[config.mk]
export PLATFORM = sky130hd
export DESIGN_NAME = joystick_dir_decoder
export DESIGN_NICKNAME = d
export VERILOG_FILES = /design/src/rtl/joystick_dir_decoder.sv
export SDC_FILE = /design/constraint.sdc
export NUM_CORES = 1
export LEC_CHECK = 0
export CORE_MARGIN = 2
export CORE_UTILIZATION = 45
export DETAILED_ROUTE_END_ITERATION = 12
export MAX_ROUTING_LAYER = met4
export PLACE_DENSITY = 0.73
export SYNTH_ARGS = -nofsm -noshare
export SYNTH_HDL_FRONTEND = slang
export SYNTH_SLANG_ARGS = --single-unit
[constraint.sdc]
create_clock -name clk -period 11.55 [get_ports clk]
set_input_delay 1.7325 -clock clk [delete_from_list [all_inputs] [get_ports clk]]
set_output_delay 1.7325 -clock clk [all_outputs]
set_load 0.02 [all_outputs]
[src/rtl/joystick_dir_decoder.sv]
// joystick_dir_decoder: paces MCP3008 X/Y conversions, smooths each axis with a 4-sample
// moving average, and decodes a 5-way direction. Build option: JOY_AUTOREPEAT_EN adds auto-repeat.
//
// axis state | meaning
// AX_ZERO    | axis inside the dead-zone
// AX_POS     | axis deflected positive (right / up)
// AX_NEG     | axis deflected negative (left / down)
module joystick_dir_decoder #(
  parameter int SAMPLE_DIV   = 50000,
  parameter int CENTER       = 512,
  parameter int DEADZONE     = 128,
  parameter int HYST         = 16,
  parameter int REPEAT_DELAY = 20,
  parameter int REPEAT_RATE  = 5
) (
  input  logic       clk,
  input  logic       rst,
  output logic       adc_start,
  input  logic [9:0] adc_x,
  input  logic [9:0] adc_y,
  input  logic       adc_valid,
  output logic [9:0] x_avg,
  output logic [9:0] y_avg,
  output logic [2:0] dir,
  output logic       dir_event,
  output logic       overrun
);

  localparam int CW = $clog2(SAMPLE_DIV);

  localparam logic [2:0] DIR_C = 3'd0;
  localparam logic [2:0] DIR_U = 3'd1;
  localparam logic [2:0] DIR_D = 3'd2;
  localparam logic [2:0] DIR_L = 3'd3;
  localparam logic [2:0] DIR_R = 3'd4;

  localparam logic signed [10:0] TH_ENT = 11'(DEADZONE);
  localparam logic signed [10:0] TH_REL = 11'(DEADZONE - HYST);
  localparam logic signed [10:0] CTR    = 11'(CENTER);

  if (SAMPLE_DIV < 4 || HYST < 0 || HYST >= DEADZONE || REPEAT_DELAY < 1 || REPEAT_RATE < 1)
  begin : g_param_check
    $error("joystick_dir_decoder: illegal parameter set");
  end

  typedef enum logic [1:0] {
    AX_ZERO = 2'b00,
    AX_POS  = 2'b01,
    AX_NEG  = 2'b10
  } axis_t;

  function automatic axis_t axis_next(input axis_t st, input logic signed [10:0] d);
    axis_t nx;
    nx = st;
    case (st)
      AX_ZERO: if (d > TH_ENT) nx = AX_POS; else if (d < -TH_ENT) nx = AX_NEG;
      AX_POS:  if (d < -TH_ENT) nx = AX_NEG; else if (d < TH_REL) nx = AX_ZERO;
      AX_NEG:  if (d > TH_ENT) nx = AX_POS; else if (d > -TH_REL) nx = AX_ZERO;
      default: nx = AX_ZERO;
    endcase
    return nx;
  endfunction

  // ---------------- pacer ----------------
  logic [CW-1:0] cnt;
  logic          busy;
  logic          tc;

  assign tc = (cnt == CW'(SAMPLE_DIV - 1));
  // A valid arriving on the terminal-count cycle frees the slot for this start.
  assign adc_start = tc && (!busy || adc_valid);

  always_ff @(posedge clk or posedge rst) begin
    if (rst) begin
      cnt     <= '0;
      busy    <= 1'b0;
      overrun <= 1'b0;
    end else begin
      cnt <= tc ? '0 : cnt + CW'(1);
      if (adc_start)
        busy <= 1'b1;
      else if (adc_valid)
        busy <= 1'b0;
      if (tc && busy && !adc_valid)
        overrun <= 1'b1;
    end
  end

  // ---------------- moving-average filter ----------------
  logic [9:0]  hx [4];
  logic [9:0]  hy [4];
  logic [11:0] sum_x, sum_y;
  logic [11:0] sum_x_nxt, sum_y_nxt;
  logic [2:0]  fill;
  logic        acc_q;

  assign sum_x_nxt = sum_x + 12'(adc_x) - 12'(hx[3]);
  assign sum_y_nxt = sum_y + 12'(adc_y) - 12'(hy[3]);
  assign x_avg     = sum_x[11:2];
  assign y_avg     = sum_y[11:2];

  always_ff @(posedge clk or posedge rst) begin
    if (rst) begin
      for (int i = 0; i < 4; i++) begin
        hx[i] <= '0;
        hy[i] <= '0;
      end
      sum_x <= '0;
      sum_y <= '0;
      fill  <= '0;
      acc_q <= 1'b0;
    end else begin
      acc_q <= adc_valid;
      if (adc_valid) begin
        sum_x <= sum_x_nxt;
        sum_y <= sum_y_nxt;
        hx[0] <= adc_x;
        hy[0] <= adc_y;
        for (int i = 1; i < 4; i++) begin
          hx[i] <= hx[i-1];
          hy[i] <= hy[i-1];
        end
        if (fill != 3'd4)
          fill <= fill + 3'd1;
      end
    end
  end

  // ---------------- direction decode ----------------
  logic signed [10:0] dx, dy;
  logic [10:0]        abs_x, abs_y;
  axis_t              ax_x, ax_y, ax_x_nxt, ax_y_nxt;
  logic [2:0]         dir_nxt;

  assign dx       = $signed({1'b0, x_avg}) - CTR;
  assign dy       = $signed({1'b0, y_avg}) - CTR;
  assign abs_x    = dx[10] ? -dx : dx;
  assign abs_y    = dy[10] ? -dy : dy;
  assign ax_x_nxt = axis_next(ax_x, dx);
  assign ax_y_nxt = axis_next(ax_y, dy);

  // Diagonal: larger deflection wins, X on a tie.
  always_comb begin
    dir_nxt = DIR_C;
    if (ax_x_nxt != AX_ZERO && (ax_y_nxt == AX_ZERO || abs_x >= abs_y))
      dir_nxt = (ax_x_nxt == AX_POS) ? DIR_R : DIR_L;
    else if (ax_y_nxt != AX_ZERO)
      dir_nxt = (ax_y_nxt == AX_POS) ? DIR_U : DIR_D;
  end

`ifdef JOY_AUTOREPEAT_EN
  localparam int RMAX = (REPEAT_DELAY > REPEAT_RATE) ? REPEAT_DELAY : REPEAT_RATE;
  localparam int RW   = $clog2(RMAX + 1);
  logic [RW-1:0] rpt;
`endif

  always_ff @(posedge clk or posedge rst) begin
    if (rst) begin
      ax_x      <= AX_ZERO;
      ax_y      <= AX_ZERO;
      dir       <= DIR_C;
      dir_event <= 1'b0;
`ifdef JOY_AUTOREPEAT_EN
      rpt       <= '0;
`endif
    end else begin
      dir_event <= 1'b0;
      if (acc_q && fill == 3'd4) begin
        ax_x <= ax_x_nxt;
        ax_y <= ax_y_nxt;
        dir  <= dir_nxt;
        if (dir_nxt == DIR_C) begin
`ifdef JOY_AUTOREPEAT_EN
          rpt <= '0;
`endif
        end else if (dir_nxt != dir) begin
          dir_event <= 1'b1;
`ifdef JOY_AUTOREPEAT_EN
          rpt       <= RW'(REPEAT_DELAY);
`endif
        end
`ifdef JOY_AUTOREPEAT_EN
        else if (rpt == RW'(1)) begin
          dir_event <= 1'b1;
          rpt       <= RW'(REPEAT_RATE);
        end else if (rpt != '0) begin
          rpt <= rpt - RW'(1);
        end
`endif
      end
    end
  end

endmodule

==> results.toml, run 1 <==
[timing]
fin_worst_skew_ns = 0.007361
rsz0062_at_grt = "false"
report.final.setup_viol = 0
number_of_pins_with_negative_max_slew_slack_in_the_final_report = 0
timing.slew.headroom = 0.4220
max_clock_freq_mhz = 208.9
layout_worst_path_cycle_share = 0.4145
fin_setup_tns_ns = 0
hold_viol_final = 0
period_minus_slack_ns = 4.788
worstMarginPinSlew_ns = 0.8669

[final_layout]
layout_commonest_cell = "sky130_fd_sc_hd__dfrtp_1"
area_growth_synth_to_finish_pct = 15.03
filler_instances = 1451
final_cell_area_sq_um = 8848
layout.nets = 835
drive_above_1_share = 0.1695
layout.cells.most_common_list = "134 x sky130_fd_sc_hd__dfrtp_1, 93 x sky130_fd_sc_hd__inv_1, 84 x sky130_fd_sc_hd__mux2_2"
antenna_cells = 0
seq_area_sq_um = 3353
multiInputGateArea_sq_um = 3752

[drt]
antenna_violation_net_count_after_detailed_routing = 0
detailedRoute.firstIterationViolations = 179
routed_wl_microns = 13770
drt_pass1_iterations = 5
routed_via_density = 5.119
number_of_vias_after_detailed_routing = 5022
wl_per_cell_microns = 14.03
drcViolationCount = 0

[setup_path]
worst_path_arrival_time_ns = 3.06
timing.critical_path.from_type = "input pin"
critPathCaptureType = "output port"
worst_path_max_delay_cell = "sky130_fd_sc_hd__clkdlybuf4s50_1"
worst-r2r-cell-count = 13
timing.critical_path.required_ns = 9.82
cp_cell_sequence = "buf_4 -> nor2b_1 -> nor2b_1 -> clkdlybuf4s50_1"
critical_path.most_common_cell = "sky130_fd_sc_hd__nor2b_1"
slowest_delay_ns = 0.61
path_class = "input pin to output port"
worstPathMaxFanout = 43

[logic_synthesis]
share_of_synthesized_flip_flops_with_an_asynchronous_set_or_reset = 1.000
synth_cell_types = 54
synth-main-ff-cell = "sky130_fd_sc_hd__dfrtp_1"
postSynthRegisterBits = 134
synthesis.instances = 719
synth_enable_flop_cells = 0
synth-seq-area-share = 0.4359
syn_area_sq_um = 7692
mappedNetlistNets = 806
synth_warnings = 0
avg_inst_size_synth_sq_um = 10.70

[grt]
initial_antenna_violation_count = 0
grt-ovfl-total = 0
first_global_vias = 5048
grt_start_max_net_pins = 82
grt_util_all_layers = 0.1703
grt_pass1_wl_microns = 23810

[clocking]
number_of_buffers_created_by_cts = 17
cts_root_buffer = "sky130_fd_sc_hd__clkbuf_16"
postCtsHoldBufs = 0
post_cts.repair.setup_buffers = 0
clkSlewWorstSetupHoldPaths_ns = 0.06
cts.repair.resized = 0
clock_sink_count = 134
worstSkewPairLatency_ns = 0.42
htree_num_levels = 4
clk_path_buf_depth = 2
cts_tree = "done"

[floorplan]
die_width_microns = 134.7
fp.dieH_microns = 134.7
placement_rows = 47
initial_utilization = 0.4622
coreArea_sq_um = 16640
floorplan.die_area_sq_um = 18160
design.portCount = 49

[flow_run]
max-cap-violations = 0

[placement]
hpwlAfterDp_microns = 9770
numPortBuffers = 48
placedInstanceArea_sq_um = 8232
gp_congestion = 0.8660

[min_path]
worst_hold_path.num_cells = 1
hold_path.class = "register to register"

[power]
leakagePower_nw = 4.045
vdd_ir_drop_max_v = 0.0001353
cellPowerDensity_nw_per_um2 = 294.8

[run_status]
run_status = "finished, final reports clean"
==> per-layer routing <==
| metal | share of wire | up-vias | wire (microns) | GRT usage |
|---|---|---|---|---|
| met5 | 0 | - | 0 | - |
| met1 | 0.47 | 2441 | 6448 | 0.2158 |
| li1 | - | 2483 | - | - |
| met3 | 0.031 | 17 | 429 | 0.03641 |
| met4 | 0.018 | 0 | 244 | 0.06725 |
| met2 | 0.48 | 81 | 6644 | 0.2682 |
==> flip-flops by register name, indices dropped and copies added (netlist names) <==
| register | cells |
|---|---|
| busy | 1 |
| acc_q | 1 |
| sum_y | 12 |
| dir_event | 1 |
| hx | 40 |
| ax_x | 2 |
| ax_y | 2 |
| cnt | 16 |
| fill | 3 |
| overrun | 1 |
| sum_x | 12 |
| hy | 40 |
| dir | 3 |
==> power by group <==
group	internal, W	switching (W)	leakage, nW
combinational	0.000610	0.000746	2.14
sequential	0.000582	0.000113	1.61
clock	0.000344	0.000212	0.297
total	0.00154	0.00107	4.05
==> kinds of logic after synthesis <==
family | Yosys count | synth area share
DFF | 134 | 0.4359
muxes | 87 | 0.1269
buffers and inverters | 134 | 0.07628
AOI/OAI and AO/OA | 110 | 0.09580
adders and majority gates | 64 | 0.1236
xor gates and xnor gates | 39 | 0.04440
and+or+nand+nor | 151 | 0.09711
==> area by class of cell <==
cell class	count	area share
Sequential cell	134	0.3790
Tap cell	220	0.03111
Clock buffer	17	0.04808
Clock inverter	15	0.02163
Inverter	94	0.04044
Timing Repair Buffer	50	0.05571
Multi-Input combinational cell	451	0.4241
==> cell usage after synthesis (6+ instances only) <==
cell type | count | area [sq um]
sky130_fd_sc_hd__o21a_1 | 7 | 52.55
sky130_fd_sc_hd__o211ai_1 | 6 | 45.04
sky130_fd_sc_hd__xor2_1 | 10 | 87.58
sky130_fd_sc_hd__fa_1 | 20 | 400.4
sky130_fd_sc_hd__ha_1 | 44 | 550.5
sky130_fd_sc_hd__nor2_1 | 35 | 131.4
sky130_fd_sc_hd__nand2_1 | 45 | 168.9
sky130_fd_sc_hd__xnor2_1 | 29 | 254.0
sky130_fd_sc_hd__dfrtp_1 | 134 | 3353
sky130_fd_sc_hd__clkbuf_1 | 16 | 60.06
sky130_fd_sc_hd__buf_4 | 20 | 150.1
sky130_fd_sc_hd__and3_1 | 10 | 62.56
sky130_fd_sc_hd__nor3_1 | 10 | 50.05
sky130_fd_sc_hd__nand3_1 | 14 | 70.07
sky130_fd_sc_hd__a31oi_1 | 13 | 81.33
sky130_fd_sc_hd__inv_1 | 94 | 352.8
sky130_fd_sc_hd__mux2_2 | 84 | 945.9
sky130_fd_sc_hd__a21oi_1 | 23 | 115.1
sky130_fd_sc_hd__nor2b_1 | 10 | 62.56
sky130_fd_sc_hd__o21ai_0 | 25 | 125.1
==> path summary, 6_finish.rpt <==
path	slack (ns)	endpoint	from
max	6.76	adc_start	adc_valid
min	0.45	overrun$_DFFE_PP0P_	overrun$_DFFE_PP0P_
max reg2reg	8.21	dir_event$_DFF_PP0_	sum_x[2]$_DFFE_PP0P_
min reg2reg	0.45	overrun$_DFFE_PP0P_	overrun$_DFFE_PP0P_
max in group asynchronous	8.52	ax_y[1]$_DFFE_PP0P_	rst
min in group asynchronous	1.79	hy[38]$_DFFE_PP0P_	rst
==> metrics by stage <==
| step | setup WS [ns] | power (W) | utilization | std cells | hold WS [ns] |
|---|---|---|---|---|---|
| floorplan | 6.235 | 0.001776 | - | 719 | 0.4251 |
| global placement | 6.754 | 0.002012 | 0.4946 | 949 | 0.4400 |
| detailed placement | 6.756 | 0.002044 | 0.4946 | 949 | 0.4429 |
| CTS | 6.741 | 0.002630 | 0.5317 | 981 | 0.4606 |
| global route | 6.655 | 0.002845 | 0.5317 | 981 | 0.4904 |
| finish | 6.762 | 0.002608 | 0.5317 | 981 | 0.4540 |
==> critical path, delay by kind of cell <==
family,cells,cell delay (ns)
buf+inv,2,1.02
simple gates,2,0.27
No activity file was read; power rests on OpenSTA's default activity.
==> run 2: changes to the inputs <==
--- a/config.mk
+++ b/config.mk
@@ -9,7 +9,7 @@
 export CORE_UTILIZATION = 45
 export DETAILED_ROUTE_END_ITERATION = 12
 export MAX_ROUTING_LAYER = met4
-export PLACE_DENSITY = 0.73
+export PLACE_DENSITY = 0.76
 export SYNTH_ARGS = -nofsm -noshare
 export SYNTH_HDL_FRONTEND = slang
 export SYNTH_SLANG_ARGS = --single-unit
==> constraint.sdc (replaced) <==
create_clock -name clk -period 4.2 [get_ports clk]
set_input_delay 0.63 -clock clk [delete_from_list [all_inputs] [get_ports clk]]
set_output_delay 0.63 -clock clk [all_outputs]
set_load 0.02 [all_outputs]
==> run 2 against run 1 <==
Against the previous run:
- clock skew about the same
- sequential cell count unchanged
- largest power group unchanged
- worst setup slack got worse by 5.9 ns
- sequential share of layout area increased by 0.17 points
- clock power increased to 2.5 times the previous value
- global-route usage increased by 0.15 points
- sequential power increased to 2.8 times the previous value
- first-iteration DRC count increased by 32%
- combinational power increased to 2.8 times the previous value
- design area decreased by 0.45%
- clock-buffer cell count increased by 3
- highest routed layer unchanged
- via count increased by 0.38%
==> results.toml, run 2 (synthesis results as in run 1) <==
[run_status]
run_status = "finished, final reports clean"

[floorplan]
die_width_microns = 134.7
placement_rows = 47
fp.dieH_microns = 134.7
design.portCount = 49
floorplan.die_area_sq_um = 18160
initial_utilization = 0.4622
coreArea_sq_um = 16640

[grt]
first_global_vias = 4987
grt_start_max_net_pins = 91
grt_util_all_layers = 0.1718
initial_antenna_violation_count = 0
grt_pass1_wl_microns = 23890
grt-ovfl-total = 0

[final_layout]
largestRegisters = "hx: 40 flops, hy: 40 flops, cnt: 16 flops"
layout.cells.most_common_list = "134 x sky130_fd_sc_hd__dfrtp_1, 93 x sky130_fd_sc_hd__inv_1, 84 x sky130_fd_sc_hd__mux2_2"
filler_instances = 1459
seq_area_sq_um = 3353
antenna_cells = 0
drive_above_1_share = 0.1682
layout_commonest_cell = "sky130_fd_sc_hd__dfrtp_1"
area_growth_synth_to_finish_pct = 14.51
layout.nets = 836
multiInputGateArea_sq_um = 3752
finish.utilization = 0.5293

[min_path]
min_delay_worst_endpoint = "cnt[0]$_DFF_PP0_"
worst_hold_path.num_cells = 1
hold_path.class = "register to register"
hp-start = "cnt[0]$_DFF_PP0_"

[placement]
hpwlAfterDp_microns = 10040
gp_congestion = 0.8874
numPortBuffers = 48

[drt]
detailedRoute.firstIterationViolations = 237
drcViolationCount = 0
routed_via_density = 5.139
routed_wl_microns = 14110
wl_per_cell_microns = 14.39
number_of_vias_after_detailed_routing = 5041
antenna_violation_net_count_after_detailed_routing = 0
drt_pass1_iterations = 4

[setup_path]
worst-r2r-cell-count = 13
timing.critical_path.required_ns = 4.49
worstReg2RegStart = "sum_y[2]$_DFFE_PP0P_"
worst_path_arrival_time_ns = 3.58
path_class = "register to register"
critPathLaunch = "sum_y[2]$_DFFE_PP0P_"
critPathCaptureType = "register"
timing.critical_path.from_type = "register"
endpoint_of_the_most_critical_register_to_register_path = "dir_event$_DFF_PP0_"
reg2reg_setup_slack_ns = 0.91
worstPathMaxFanout = 4

[timing]
layout_worst_path_cycle_share = 0.7832
timing.slew.headroom = 0.5290
report.final.setup_viol = 0
number_of_pins_with_negative_max_slew_slack_in_the_final_report = 0
max_clock_freq_mhz = 304.0
hold_viol_final = 0
period_minus_slack_ns = 3.289
fin_worst_skew_ns = 0.006991
worstMarginPinSlew_ns = 0.7065
rsz0062_at_grt = "false"
fin_setup_tns_ns = 0

[clocking]
htree_num_levels = 4
post_cts.repair.setup_buffers = 0
number_of_buffers_created_by_cts = 17
cts.repair.resized = 0
clock_sink_count = 134
clkSlewWorstSetupHoldPaths_ns = 0.06
clk_path_buf_depth = 2
worstSkewPairLatency_ns = 0.42
cts_tree = "done"
postCtsHoldBufs = 0
cts_root_buffer = "sky130_fd_sc_hd__clkbuf_16"

[power]
leakagePower_nw = 4.018
vdd_ir_drop_max_v = 0.0004914
cellPowerDensity_nw_per_um2 = 806.1
totalPowerFinal_w = 0.007100

[flow_run]
max-cap-violations = 0
[run 2: where the power goes]
group          leakage [nW]  switching [W]  internal [W]
logic                  2.14        0.00209       0.00169
registers              1.61       0.000317       0.00160
clock network         0.265       0.000564      0.000842
total                  4.02        0.00297       0.00413
[run 2: worst max-delay path, cell delays in order (launching register included)]
cell,delay [ns]
sky130_fd_sc_hd__dfrtp_1,0.45
sky130_fd_sc_hd__inv_1,0.19
sky130_fd_sc_hd__ha_1,0.21
sky130_fd_sc_hd__nor4b_2,0.40
sky130_fd_sc_hd__a41oi_1,0.20
sky130_fd_sc_hd__xnor2_1,0.17
sky130_fd_sc_hd__ha_1,0.30
sky130_fd_sc_hd__nand2_1,0.07
sky130_fd_sc_hd__o21a_1,0.18
sky130_fd_sc_hd__o21ai_0,0.29
sky130_fd_sc_hd__a21o_1,0.18
sky130_fd_sc_hd__nor2_1,0.07
sky130_fd_sc_hd__o311ai_0,0.33
sky130_fd_sc_hd__nand3_1,0.12
[run 2: worst max path at each step]
stage                            endpoint  cells after the start
floorplan           sum_y[11]$_DFFE_PP0P_                     11
finish                dir_event$_DFF_PP0_                     13
CTS                   dir_event$_DFF_PP0_                     13
global placement    sum_y[11]$_DFFE_PP0P_                     12
global route          dir_event$_DFF_PP0_                     13
detailed placement  sum_x[11]$_DFFE_PP0P_                     12
[run 2: per-stage QoR]
stage	cells	hold WS, ns	setup slack, ns	area (sq um)
floorplan	719	0.4251	1.314	7696
CTS	981	0.4610	0.9119	8808
detailed placement	950	0.4512	0.6086	8250
finish	981	0.4537	0.9107	8808
global route	981	0.4849	0.6340	8808
global placement	950	0.4361	0.6446	8250
[run 2: routing by layer]
layer,GRT usage,up-vias,share of wire
met1,0.2183,2440,0.47
met4,0.07485,0,0.024
met2,0.2665,85,0.47
met5,-,-,0
met3,0.03679,23,0.037
li1,-,2493,-
[run 2: layout make-up]
type / count / area share
well taps: 220 / 0.03125
clock buffers: 20 / 0.05185
flip-flops and latches: 134 / 0.3807
repair buffers: 51 / 0.05824
clock inverters: 11 / 0.01151
multi-input cells: 451 / 0.4260
inverters: 94 / 0.04048
==> run 3: changes to the inputs <==
--- a/config.mk
+++ b/config.mk
@@ -9,7 +9,7 @@
 export CORE_UTILIZATION = 45
 export DETAILED_ROUTE_END_ITERATION = 12
 export MAX_ROUTING_LAYER = met4
-export PLACE_DENSITY = 0.76
+export PLACE_DENSITY = 0.73
 export SYNTH_ARGS = -nofsm -noshare
 export SYNTH_HDL_FRONTEND = slang
 export SYNTH_SLANG_ARGS = --single-unit
==> constraint.sdc (replaced) <==
create_clock -name clk -period 3.2 [get_ports clk]
set_input_delay 0.48 -clock clk [delete_from_list [all_inputs] [get_ports clk]]
set_output_delay 0.48 -clock clk [all_outputs]
set_load 0.02 [all_outputs]
==> run 3 against run 2 <==
Against the previous run:
- worst hold slack worse by 0.0044 ns
- via count up 2.4%
- global-route usage up 0.53 points
- sequential share of layout area down 1.3 points
- clock skew about the same
- non-clock buffer count up 33
- critical path depth down 2
- worst setup slack worse by 0.71 ns
- combinational power up 44%
- routed wire length up 0.79%
- cell count up 3.5%
- sequential power up 29%
- critical endpoint is now sum_x[10]$_DFFE_PP0P_
- largest cell class unchanged
==> results.toml, run 3 (synthesis results as in run 1) <==
[drt]
routed_wl_microns = 14220
number_of_vias_after_detailed_routing = 5161
routed_via_density = 5.085
antenna_violation_net_count_after_detailed_routing = 0
drt_pass1_iterations = 5
detailedRoute.firstIterationViolations = 289
drcViolationCount = 0
wl_per_cell_microns = 14.01

[setup_path]
worst_path_arrival_time_ns = 3.36
path_class = "input pin to register"
worstReg2RegStart = "sum_x[3]$_DFFE_PP0P_"
critPathLaunch = "adc_x[1]"
timing.critical_path.required_ns = 3.56
timing.critical_path.from_type = "input pin"
critPathCaptureType = "register"
endpoint_of_the_most_critical_register_to_register_path = "dir_event$_DFF_PP0_"
reg2reg_setup_slack_ns = 0.22
worstPathMaxFanout = 3
critPathCapture = "sum_x[10]$_DFFE_PP0P_"
worst-r2r-cell-count = 14

[floorplan]
floorplan.die_area_sq_um = 18160
fp.dieH_microns = 134.7
coreArea_sq_um = 16640
die_width_microns = 134.7
placement_rows = 47
design.portCount = 49
initial_utilization = 0.4622

[timing]
number_of_pins_with_negative_max_slew_slack_in_the_final_report = 0
fin_worst_skew_ns = 0.007241
report.final.setup_viol = 0
final.hold.worst_slack_ns = 0.4493
period_minus_slack_ns = 3.001
hold_viol_final = 0
timing.slew.headroom = 0.5329
worstMarginPinSlew_ns = 0.7007
rsz0062_at_grt = "true"
max_clock_freq_mhz = 333.3
layout_worst_path_cycle_share = 0.9377

[final_layout]
layout.nets = 869
area_growth_synth_to_finish_pct = 18.66
layout.cells.most_common_list = "134 x sky130_fd_sc_hd__dfrtp_1, 93 x sky130_fd_sc_hd__inv_1, 84 x sky130_fd_sc_hd__mux2_2"
largestRegisters = "hx: 40 flops, hy: 40 flops, cnt: 16 flops"
multiInputGateArea_sq_um = 3779
antenna_cells = 0
layout_commonest_cell = "sky130_fd_sc_hd__dfrtp_1"
final_cell_area_sq_um = 9128
filler_instances = 1381
seq_area_sq_um = 3353
drive_above_1_share = 0.2088

[min_path]
hold_path.class = "input pin to async pin"

[clocking]
clk_path_buf_depth = 2
clkSlewWorstSetupHoldPaths_ns = 0.06
number_of_buffers_created_by_cts = 17
postCtsHoldBufs = 0
worstSkewPairLatency_ns = 0.42
cts_tree = "done"
cts_root_buffer = "sky130_fd_sc_hd__clkbuf_16"
htree_num_levels = 4
clock_sink_count = 134

[grt]
grt_start_max_net_pins = 62
initial_antenna_violation_count = 0
first_global_vias = 5242
grt_pass1_wl_microns = 24870
grt_util_all_layers = 0.1770
grt-ovfl-total = 0

[placement]
gp_congestion = 0.8922
hpwlAfterDp_microns = 10300
numPortBuffers = 48
placedInstanceArea_sq_um = 8511

[power]
cellPowerDensity_nw_per_um2 = 1081
leakagePower_nw = 4.201
vdd_ir_drop_max_v = 0.0005793

[run_status]
run_status = "finished, final reports clean"

[flow_run]
max-cap-violations = 0
-- run 3: cell count changes in the layout (fill, tap and decap cells not counted), sizes merged --
cell / before / now
inv: 95 / 96
clkbuf: 20 / 19
buf: 4 / 37
bufinv: 1 / 2
-- run 3: final cells by class --
| type | instances | area share |
|---|---|---|
| multi-input cells | 451 | 0.4140 |
| repair buffers | 84 | 0.08472 |
| clock buffers | 19 | 0.04853 |
| flip-flops and latches | 134 | 0.3674 |
| inverters | 94 | 0.03907 |
| clock inverters | 13 | 0.01618 |
| well taps | 220 | 0.03016 |
-- run 3: where the power goes --
part | switching [W] | total [W] | internal (W) | leakage [nW]
logic | 0.00285 | 0.00545 | 0.00259 | 2.31
clock network | 0.000764 | 0.00194 | 0.00117 | 0.277
registers | 0.000378 | 0.00248 | 0.00210 | 1.61
-- run 3: repair_timing --
action,in CTS,in global routing
setup endpoints to repair,0,5
buffers inserted,0,0
resized for setup,0,7
endpoints found under the hold margin,0,0
-- run 3: worst max-delay path, cell delays in order --
cell and delay, ns:
sky130_fd_sc_hd__clkdlybuf4s50_1 0.48, sky130_fd_sc_hd__inv_1 0.07, sky130_fd_sc_hd__fa_1 0.53, sky130_fd_sc_hd__fa_1 0.48
sky130_fd_sc_hd__nor2b_1 0.14, sky130_fd_sc_hd__o21ai_1 0.09, sky130_fd_sc_hd__a21boi_0 0.31, sky130_fd_sc_hd__o31a_1 0.22
sky130_fd_sc_hd__o211ai_1 0.11, sky130_fd_sc_hd__a2111o_1 0.38, sky130_fd_sc_hd__nand3_1 0.07
-- run 3: worst min-delay path by stage --
| stage | slack (ns) | depth (start not counted) | endpoint | from |
|---|---|---|---|---|
| 3_3_place_gp | 0.45 | 1 | cnt[0]$_DFF_PP0_ | cnt[0]$_DFF_PP0_ |
| 2_1_floorplan | 0.43 | 1 | cnt[0]$_DFF_PP0_ | cnt[0]$_DFF_PP0_ |
| 3_5_place_dp | 0.45 | 1 | overrun$_DFFE_PP0P_ | overrun$_DFFE_PP0P_ |
| 5_1_grt | 0.49 | 1 | cnt[0]$_DFF_PP0_ | cnt[0]$_DFF_PP0_ |
| 6_report | 0.45 | 2 | hy[23]$_DFFE_PP0P_ | rst |
| 4_1_cts | 0.45 | 2 | hy[23]$_DFFE_PP0P_ | rst |
-- run 3: metal layers --
layer / global-route usage / routed length [microns] / part of all wire / vias to the layer above
met3: 0.03604 / 372 / 0.026 / 35
li1: - / - / - / 2555
met1: 0.2301 / 6804 / 0.48 / 2498
met4: 0.07895 / 443 / 0.031 / 0
met2: 0.2693 / 6603 / 0.46 / 73
met5: - / 0 / 0 / -
-- run 3: per-stage QoR --
step / power, W / setup TNS, ns / setup WS, ns / utilization / instances
floorplan: 0.006410 / 0 / 0.3875 / - / 719
global placement: 0.007714 / -0.6183 / -0.2156 / 0.5114 / 983
detailed placement: 0.007853 / -1.137 / -0.2697 / 0.5114 / 983
CTS: 0.009872 / 0 / 0.07682 / 0.5469 / 1015
global route: 0.01079 / -0.01044 / -0.01008 / 0.5485 / 1015
finish: 0.009869 / 0 / 0.1993 / 0.5485 / 1015
